--- src/rtl/fp_add_front_end_if.sv ---
// fp_add_front_end_if: operand/result bundle for the binary32 adder front end.
//   master modport: drives in_valid/A/B, receives the registered results.
//   slave modport : receives in_valid/A/B, drives out_valid, exponent_out,
//                   aligned_result, carry_out, aligned_sign and the two
//                   aligned mantissas.
interface fp_add_front_end_if #(
  parameter int EXP_W = 8,
  parameter int MAN_W = 23
);
  logic                   in_valid;
  logic [EXP_W+MAN_W:0]   A;
  logic [EXP_W+MAN_W:0]   B;
  logic                   out_valid;
  logic [EXP_W-1:0]       exponent_out;
  logic [MAN_W:0]         aligned_result;
  logic                   carry_out;
  logic                   aligned_sign;
  logic [MAN_W:0]         aligned_mantissa_a;
  logic [MAN_W:0]         aligned_mantissa_b;

  modport master (
    output in_valid, A, B,
    input  out_valid, exponent_out, aligned_result, carry_out, aligned_sign,
           aligned_mantissa_a, aligned_mantissa_b
  );

  modport slave (
    input  in_valid, A, B,
    output out_valid, exponent_out, aligned_result, carry_out, aligned_sign,
           aligned_mantissa_a, aligned_mantissa_b
  );
endinterface

--- src/rtl/fp_add_front_end.sv ---
// fp_add_front_end: field masking, exponent alignment and signed mantissa
// add/subtract for binary32 addition, in a 2-stage pipeline.
//   clk   : rising-edge clock
//   reset : synchronous active-high reset, clears both stages
//   bus   : slave side of fp_add_front_end_if (operands in, aligned results out)
// Stage 1 registers the aligned mantissas, signs and common exponent; stage 2
// registers the add/subtract result. Outputs hold while no valid op advances.
module fp_add_front_end #(
  parameter int EXP_W = 8,
  parameter int MAN_W = 23
) (
  input  logic                  clk,
  input  logic                  reset,
  fp_add_front_end_if.slave     bus
);

  localparam int M_W  = MAN_W + 1;
  localparam int OP_W = 1 + EXP_W + MAN_W;

  // Right shift that flushes to zero once every mantissa bit is shifted out;
  // no guard/round/sticky bits are kept.
  function automatic logic [M_W-1:0] align_shift(input logic [M_W-1:0] m,
                                                 input logic [EXP_W-1:0] d);
    if (d >= EXP_W'(M_W)) begin
      return '0;
    end else begin
      return m >> d;
    end
  endfunction

  // Stage-1 combinational signals
  logic             sign_a_s, sign_b_s;
  logic [EXP_W-1:0] exp_a_s, exp_b_s, exp_max_s;
  logic [M_W-1:0]   man_a_s, man_b_s, al_a_s, al_b_s;

  // Stage-1 registers
  logic             s1_valid_d, s1_valid_q;
  logic             s1_sign_a_d, s1_sign_a_q, s1_sign_b_d, s1_sign_b_q;
  logic [EXP_W-1:0] s1_exp_d, s1_exp_q;
  logic [M_W-1:0]   s1_ma_d, s1_ma_q, s1_mb_d, s1_mb_q;

  // Stage-2 (output) registers
  logic             out_valid_d, out_valid_q;
  logic [EXP_W-1:0] exp_out_d, exp_out_q;
  logic [M_W-1:0]   result_d, result_q;
  logic             carry_d, carry_q;
  logic             sign_d, sign_q;
  logic [M_W-1:0]   out_ma_d, out_ma_q, out_mb_d, out_mb_q;

  // Stage-2 combinational ALU
  logic [M_W:0]     alu_s;
  logic             alu_sign_s;

  // Field masking and exponent alignment; equal exponents select A.
  always_comb begin
    sign_a_s = bus.A[OP_W-1];
    sign_b_s = bus.B[OP_W-1];
    exp_a_s  = bus.A[OP_W-2 -: EXP_W];
    exp_b_s  = bus.B[OP_W-2 -: EXP_W];
    // Hidden bit is 1 for any nonzero exponent, including all-ones.
    man_a_s  = {(exp_a_s != '0), bus.A[MAN_W-1:0]};
    man_b_s  = {(exp_b_s != '0), bus.B[MAN_W-1:0]};
    if (exp_a_s >= exp_b_s) begin
      exp_max_s = exp_a_s;
      al_a_s    = man_a_s;
      al_b_s    = align_shift(man_b_s, exp_a_s - exp_b_s);
    end else begin
      exp_max_s = exp_b_s;
      al_a_s    = align_shift(man_a_s, exp_b_s - exp_a_s);
      al_b_s    = man_b_s;
    end
  end

  // Stage-1 next state: capture on in_valid, otherwise hold data and drop valid.
  always_comb begin
    s1_valid_d  = bus.in_valid;
    s1_sign_a_d = s1_sign_a_q;
    s1_sign_b_d = s1_sign_b_q;
    s1_exp_d    = s1_exp_q;
    s1_ma_d     = s1_ma_q;
    s1_mb_d     = s1_mb_q;
    if (bus.in_valid) begin
      s1_sign_a_d = sign_a_s;
      s1_sign_b_d = sign_b_s;
      s1_exp_d    = exp_max_s;
      s1_ma_d     = al_a_s;
      s1_mb_d     = al_b_s;
    end else begin
      s1_valid_d  = 1'b0;
    end
  end

  // Signed-magnitude add/subtract; cancellation and ties take A's sign.
  always_comb begin
    alu_s      = '0;
    alu_sign_s = s1_sign_a_q;
    if (s1_sign_a_q == s1_sign_b_q) begin
      alu_s      = {1'b0, s1_ma_q} + {1'b0, s1_mb_q};
      alu_sign_s = s1_sign_a_q;
    end else if (s1_ma_q > s1_mb_q) begin
      alu_s      = {1'b0, s1_ma_q - s1_mb_q};
      alu_sign_s = s1_sign_a_q;
    end else if (s1_mb_q > s1_ma_q) begin
      alu_s      = {1'b0, s1_mb_q - s1_ma_q};
      alu_sign_s = s1_sign_b_q;
    end else begin
      alu_s      = '0;
      alu_sign_s = s1_sign_a_q;
    end
  end

  // Stage-2 next state: outputs update only when a valid op advances.
  always_comb begin
    out_valid_d = s1_valid_q;
    exp_out_d   = exp_out_q;
    result_d    = result_q;
    carry_d     = carry_q;
    sign_d      = sign_q;
    out_ma_d    = out_ma_q;
    out_mb_d    = out_mb_q;
    if (s1_valid_q) begin
      exp_out_d = s1_exp_q;
      result_d  = alu_s[M_W-1:0];
      carry_d   = alu_s[M_W];
      sign_d    = alu_sign_s;
      out_ma_d  = s1_ma_q;
      out_mb_d  = s1_mb_q;
    end else begin
      out_valid_d = 1'b0;
    end
  end

  // Pipeline registers with synchronous reset that discards ops in flight.
  always_ff @(posedge clk) begin
    if (reset) begin
      s1_valid_q  <= 1'b0;
      s1_sign_a_q <= 1'b0;
      s1_sign_b_q <= 1'b0;
      s1_exp_q    <= '0;
      s1_ma_q     <= '0;
      s1_mb_q     <= '0;
      out_valid_q <= 1'b0;
      exp_out_q   <= '0;
      result_q    <= '0;
      carry_q     <= 1'b0;
      sign_q      <= 1'b0;
      out_ma_q    <= '0;
      out_mb_q    <= '0;
    end else begin
      s1_valid_q  <= s1_valid_d;
      s1_sign_a_q <= s1_sign_a_d;
      s1_sign_b_q <= s1_sign_b_d;
      s1_exp_q    <= s1_exp_d;
      s1_ma_q     <= s1_ma_d;
      s1_mb_q     <= s1_mb_d;
      out_valid_q <= out_valid_d;
      exp_out_q   <= exp_out_d;
      result_q    <= result_d;
      carry_q     <= carry_d;
      sign_q      <= sign_d;
      out_ma_q    <= out_ma_d;
      out_mb_q    <= out_mb_d;
    end
  end

  assign bus.out_valid          = out_valid_q;
  assign bus.exponent_out       = exp_out_q;
  assign bus.aligned_result     = result_q;
  assign bus.carry_out          = carry_q;
  assign bus.aligned_sign       = sign_q;
  assign bus.aligned_mantissa_a = out_ma_q;
  assign bus.aligned_mantissa_b = out_mb_q;

endmodule

--- src/flat_wrapper.sv ---
// flat-port wrapper written by rule: the top's interface ports become plain ports
module fp_add_front_end_flat 
#(
  parameter int EXP_W = 8,
  parameter int MAN_W = 23
)
  (clk, reset, bus_in_valid, bus_A, bus_B, bus_out_valid, bus_exponent_out, bus_aligned_result, bus_carry_out, bus_aligned_sign, bus_aligned_mantissa_a, bus_aligned_mantissa_b);
  fp_add_front_end_if #(.EXP_W(EXP_W), .MAN_W(MAN_W)) bus_i ();
  input  logic clk;
  input  logic reset;
  input wire logic [$bits(bus_i.in_valid)-1:0] bus_in_valid;
  input wire logic [$bits(bus_i.A)-1:0] bus_A;
  input wire logic [$bits(bus_i.B)-1:0] bus_B;
  output wire logic [$bits(bus_i.out_valid)-1:0] bus_out_valid;
  output wire logic [$bits(bus_i.exponent_out)-1:0] bus_exponent_out;
  output wire logic [$bits(bus_i.aligned_result)-1:0] bus_aligned_result;
  output wire logic [$bits(bus_i.carry_out)-1:0] bus_carry_out;
  output wire logic [$bits(bus_i.aligned_sign)-1:0] bus_aligned_sign;
  output wire logic [$bits(bus_i.aligned_mantissa_a)-1:0] bus_aligned_mantissa_a;
  output wire logic [$bits(bus_i.aligned_mantissa_b)-1:0] bus_aligned_mantissa_b;
  assign bus_i.in_valid = bus_in_valid;
  assign bus_i.A = bus_A;
  assign bus_i.B = bus_B;
  assign bus_out_valid = bus_i.out_valid;
  assign bus_exponent_out = bus_i.exponent_out;
  assign bus_aligned_result = bus_i.aligned_result;
  assign bus_carry_out = bus_i.carry_out;
  assign bus_aligned_sign = bus_i.aligned_sign;
  assign bus_aligned_mantissa_a = bus_i.aligned_mantissa_a;
  assign bus_aligned_mantissa_b = bus_i.aligned_mantissa_b;
  fp_add_front_end #(.EXP_W(EXP_W), .MAN_W(MAN_W)) u_core (.clk(clk), .reset(reset), .bus(bus_i));
endmodule
--- config.mk ---
export PLATFORM = sky130hd
export DESIGN_NAME = fp_add_front_end_flat
export DESIGN_NICKNAME = d
export VERILOG_FILES = /design/src/rtl/fp_add_front_end_if.sv /design/src/rtl/fp_add_front_end.sv /design/src/flat_wrapper.sv
export SDC_FILE = /design/constraint.sdc
export NUM_CORES = 1
export LEC_CHECK = 0
export BUFFER_PORTS_ARGS = -buffer_cell sky130_fd_sc_hd__buf_4
export CORE_UTILIZATION = 45
export DETAILED_ROUTE_END_ITERATION = 10
export PLACE_DENSITY_LB_ADDON = 0.3
export SYNTH_ARGS = -nofsm -noshare
export SYNTH_HDL_FRONTEND = slang
export SYNTH_SLANG_ARGS = --single-unit
--- constraint.sdc ---
create_clock -name clk -period 9.3 [get_ports clk]
set_input_delay 1.86 -clock clk [delete_from_list [all_inputs] [get_ports clk]]
set_output_delay 1.86 -clock clk [all_outputs]
set_load 0.05 [all_outputs]
==> out/results.tsv <==
stage	metric	value	unit
synth	synth_compound_area_frac	0.2792	
sta	setup_violations	0	
min_path	min_from	u_core.bus.aligned_result[8]	
sta	maxSlewHeadroom	0.2818	
synth	synth_top_area_frac	0.2274	
sta	setup_ws	4.740	ns
synth	syn_inst	1621	
routing	dr.pass1.iters	6	
grt	antenna_found_initial	0	
worst_setup_path	max_stage_delay	0.65	ns
synth	syn_avg_cell_area	7.711	um2
sta	tns	0	ns
worst_setup_path	cp.required	9.64	ns
synth	synth.area.mux_share	0.1128	
place	place.gp.congestion	0.9808	
routing	drc_errors	0	
clock_tree	post_cts_resized	0	
sta	tightest_slew	1.073	ns
synth	syn-cell-area	12500	um2
routing	num_vias	12782	
min_path	min_path_type	flip-flop to flip-flop	
worst_setup_path	critPathKind	input port to flip-flop	
sta	layout_min_cycle_time	4.560	ns
pwr	peakVddDrop	93.52	uV
synth	synthSimpleGateAreaFrac	0.1870	
routing	wl_per_cell	20.97	um
clock_tree	postCtsSetupBuffers	0	
pwr	power_density	171.2	nW/um2
clock_tree	cts_buffers	17	
worst_setup_path	arrival	4.90	ns
sta	slew_violations	0	
floorplanning	dieArea	28450	um2
clock_tree	postCtsHoldBufs	0	
pwr	power	0.002454	W
grt	use_met3	0.05307	
floorplanning	core-area	27100	um2
clock_tree	clk_path_buf_depth	2	
place	place_ws	4.334	ns
grt	grt_start_max_net_pins	84	
worst_setup_path	critPathSlowestCell	or4_4	
grt	grt.busiest_layer	met2	
sta	hold_slack	0.4582	ns
worst_setup_path	r2r-start	u_core.s1_mb_q[17]	
synth	synth_async_sr_flop_share	0	
routing	via_per_inst	6.130	
synth	synth_fa_ha_area_frac	0.09510	
layout	antenna_cells	0	
worst_setup_path	crit_chain	buf_4, inv_1, ha_2, buf_4, and3_1, a211o_1, o22ai_2, or4_4, nor2_4, a32oi_1, a211oi_1	
place	post-dp-hpwl	33560	um
clock_tree	cts.sinks	142	
grt	gr-usage-met2	0.4907	
routing	dr.first_iter.drc_count	1371	
routing	wl	43720	um
run_status	status	completed	
synth	synth-seq-cells	142	
worst_setup_path	critPathLaunchType	input port	
grt	gr-total-overflow	0	
grt	grt_pass1_wl	67900	um
sta	timing.final.crit_share	0.4903	
floorplanning	io_pins	150	
synth	yosys.area.top_type	dfxtp_1	
synth	synth-seq-area-share	0.2274	
grt	grt_usage	0.3055	
synth	synth_xor_area_frac	0.02873	
routing	postRouteAntennaNets	0	
grt	met1_usage	0.4135	
layout	nNetsFinal	1859	
worst_setup_path	crit_top_cell	buf_4	
sta	fmax	0.2193	GHz
layout	layout-drive-gt1-share	0.1629	
floorplanning	initial_core_util	0.4612	
synth	synth_top_family_by_area	compound AO/OA/AOI/OAI gates	
synth	yosysUniqueCellTypes	95	
floorplanning	row_count	60	
worst_setup_path	crit_start	bus_B[23]	
synth	ys.flop_type	dfxtp_1	
synth	yosys-top-cells-area	dfxtp_1 (23%), ha_1 (8.7%), mux2i_1 (7.8%), nor2_1 (5.8%), a21oi_1 (5.3%)	
layout	area_growth	14.66	%
pwr	total_leakage_power	6.066	nW
clock_tree	clock-root-buffer	clkbuf_16	
clock_tree	htree_levels	4	
clock_tree	clk_pin_slew	0.07	ns
synth	synth_nets	1780	
flow_run	drv_cap	0	
clock_tree	clock_latency	0.44	ns
sta	rsz0062_at_grt	no	
worst_setup_path	critPathMaxFanout	59	
floorplanning	fp.dieH	168.7	um
floorplanning	die_x	168.7	um
grt	first_global_vias	11814	
worst_setup_path	endpoint_kind	flip-flop	
sta	hold_viol	0	
sta	fin_skew	0.01280	ns
clock_tree	cts_tree	done	
synth	synth_edf_count	0	
place	port_buffers	149	
synth	ys_warn_count	0	
-- Yosys cell counts (18+ instances only) --
| cell type | instances |
|---|---|
| nor2_1 | 194 |
| nand2_1 | 154 |
| dfxtp_1 | 142 |
| a21oi_1 | 132 |
| inv_1 | 102 |
| mux2i_1 | 97 |
| ha_1 | 87 |
| o21ai_0 | 75 |
| clkbuf_1 | 73 |
| a211oi_1 | 40 |
| xnor2_1 | 34 |
| nand3_1 | 29 |
| nor3_1 | 29 |
| nand2b_1 | 20 |
| buf_2 | 19 |
| o211ai_1 | 19 |
| a221oi_1 | 18 |
| a311oi_1 | 18 |
| and3_1 | 18 |
-- report_power, final --
part | total, W | internal, W | switching, W | leakage (nW)
Clock | 0.000684 | 0.000371 | 0.000312 | 0.264
Sequential | 0.000690 | 0.000643 | 0.0000465 | 1.16
Combinational | 0.00108 | 0.000381 | 0.000700 | 4.64
-- path summary, 6_finish.rpt --
| kind | end | slack, ns | cells after the start |
|---|---|---|---|
| worst min-delay path | u_core.bus.aligned_result[8] | 0.46 | 2 |
| worst min register to register | u_core.bus.aligned_result[8] | 0.46 | 2 |
| worst max-delay path | u_core.s1_mb_q[19] | 4.74 | 11 |
| worst max register to register | u_core.bus.aligned_result[16] | 4.90 | 10 |
-- layout make-up --
cell class              instances  area, um2
fillers                      2650      12770
multi-input cells            1265       8802
flip-flops and latches        142       2846
repair buffers                167       1254
well taps                     372      465.4
clock buffers                  17      425.4
inverters                     107      401.6
clock inverters                15      137.6
-- layout by cell type, fill, tap and decap left out, drive strengths merged, types with 12 or more instances in the layout --
| master | count |
|---|---|
| nor2 | 197 |
| buf | 167 |
| nand2 | 155 |
| dfxtp | 142 |
| a21oi | 134 |
| inv | 108 |
| mux2i | 97 |
| o21ai | 88 |
| ha | 87 |
| a211oi | 48 |
| xnor2 | 34 |
| nor3 | 33 |
| nand3 | 30 |
| a22oi | 23 |
| nand2b | 21 |
| a221oi | 21 |
| o211ai | 19 |
| a311oi | 18 |
| and3 | 18 |
| mux2 | 17 |
| clkbuf | 17 |
| a21o | 16 |
| o31ai | 15 |
| a31oi | 14 |
| o22ai | 14 |
| nand4 | 12 |
| a221o | 12 |
-- metrics by stage --
stage / cell area [um2] / cells / utilization
floorplan: 12500 / 1621 / -
global placement: 13770 / 2053 / 0.5081
detailed placement: 13770 / 2053 / 0.5081
CTS: 14330 / 2085 / 0.5289
global route: 14330 / 2085 / 0.5289
finish: 14330 / 2085 / 0.5289
-- cell families after synthesis --
kind of cell / Yosys count
AND/OR/NAND/NOR: 510
adder cells (fa/ha/maj): 92
flip-flops: 142
AO/OA/AOI/OAI: 497
multiplexers: 125
buffers and inverters: 214
XOR/XNOR: 41
-- registers in the layout (all words and copies together) (netlist names) --
signal,count
u_core.bus.aligned_mantissa_a,24
u_core.bus.aligned_mantissa_b,24
u_core.bus.aligned_result,24
u_core.s1_ma_q,24
u_core.s1_mb_q,24
u_core.bus.exponent_out,8
u_core.s1_exp_q,8
u_core.bus.aligned_sign,1
u_core.bus.carry_out,1
u_core.bus.out_valid,1
u_core.s1_sign_a_q,1
u_core.s1_sign_b_q,1
u_core.s1_valid_q,1
-- worst max-delay path: cells and delay by family --
kind	cells	cell delay (ns)
AO/OA/AOI/OAI	4	0.64
AND/OR/NAND/NOR	3	1.30
adder cells (fa/ha/maj)	1	0.29
buffers and inverters	3	0.77
-- routing by layer --
layer  share of wire  vias to the layer above  wire length [um]
met1            0.43                     6070             19000
li1                -                     6049                 -
met3           0.081                       81              3534
met2            0.46                      582             20020
met4           0.027                        0              1170
met5               0                        -                 0
Power figures use the tool's default switching activity.
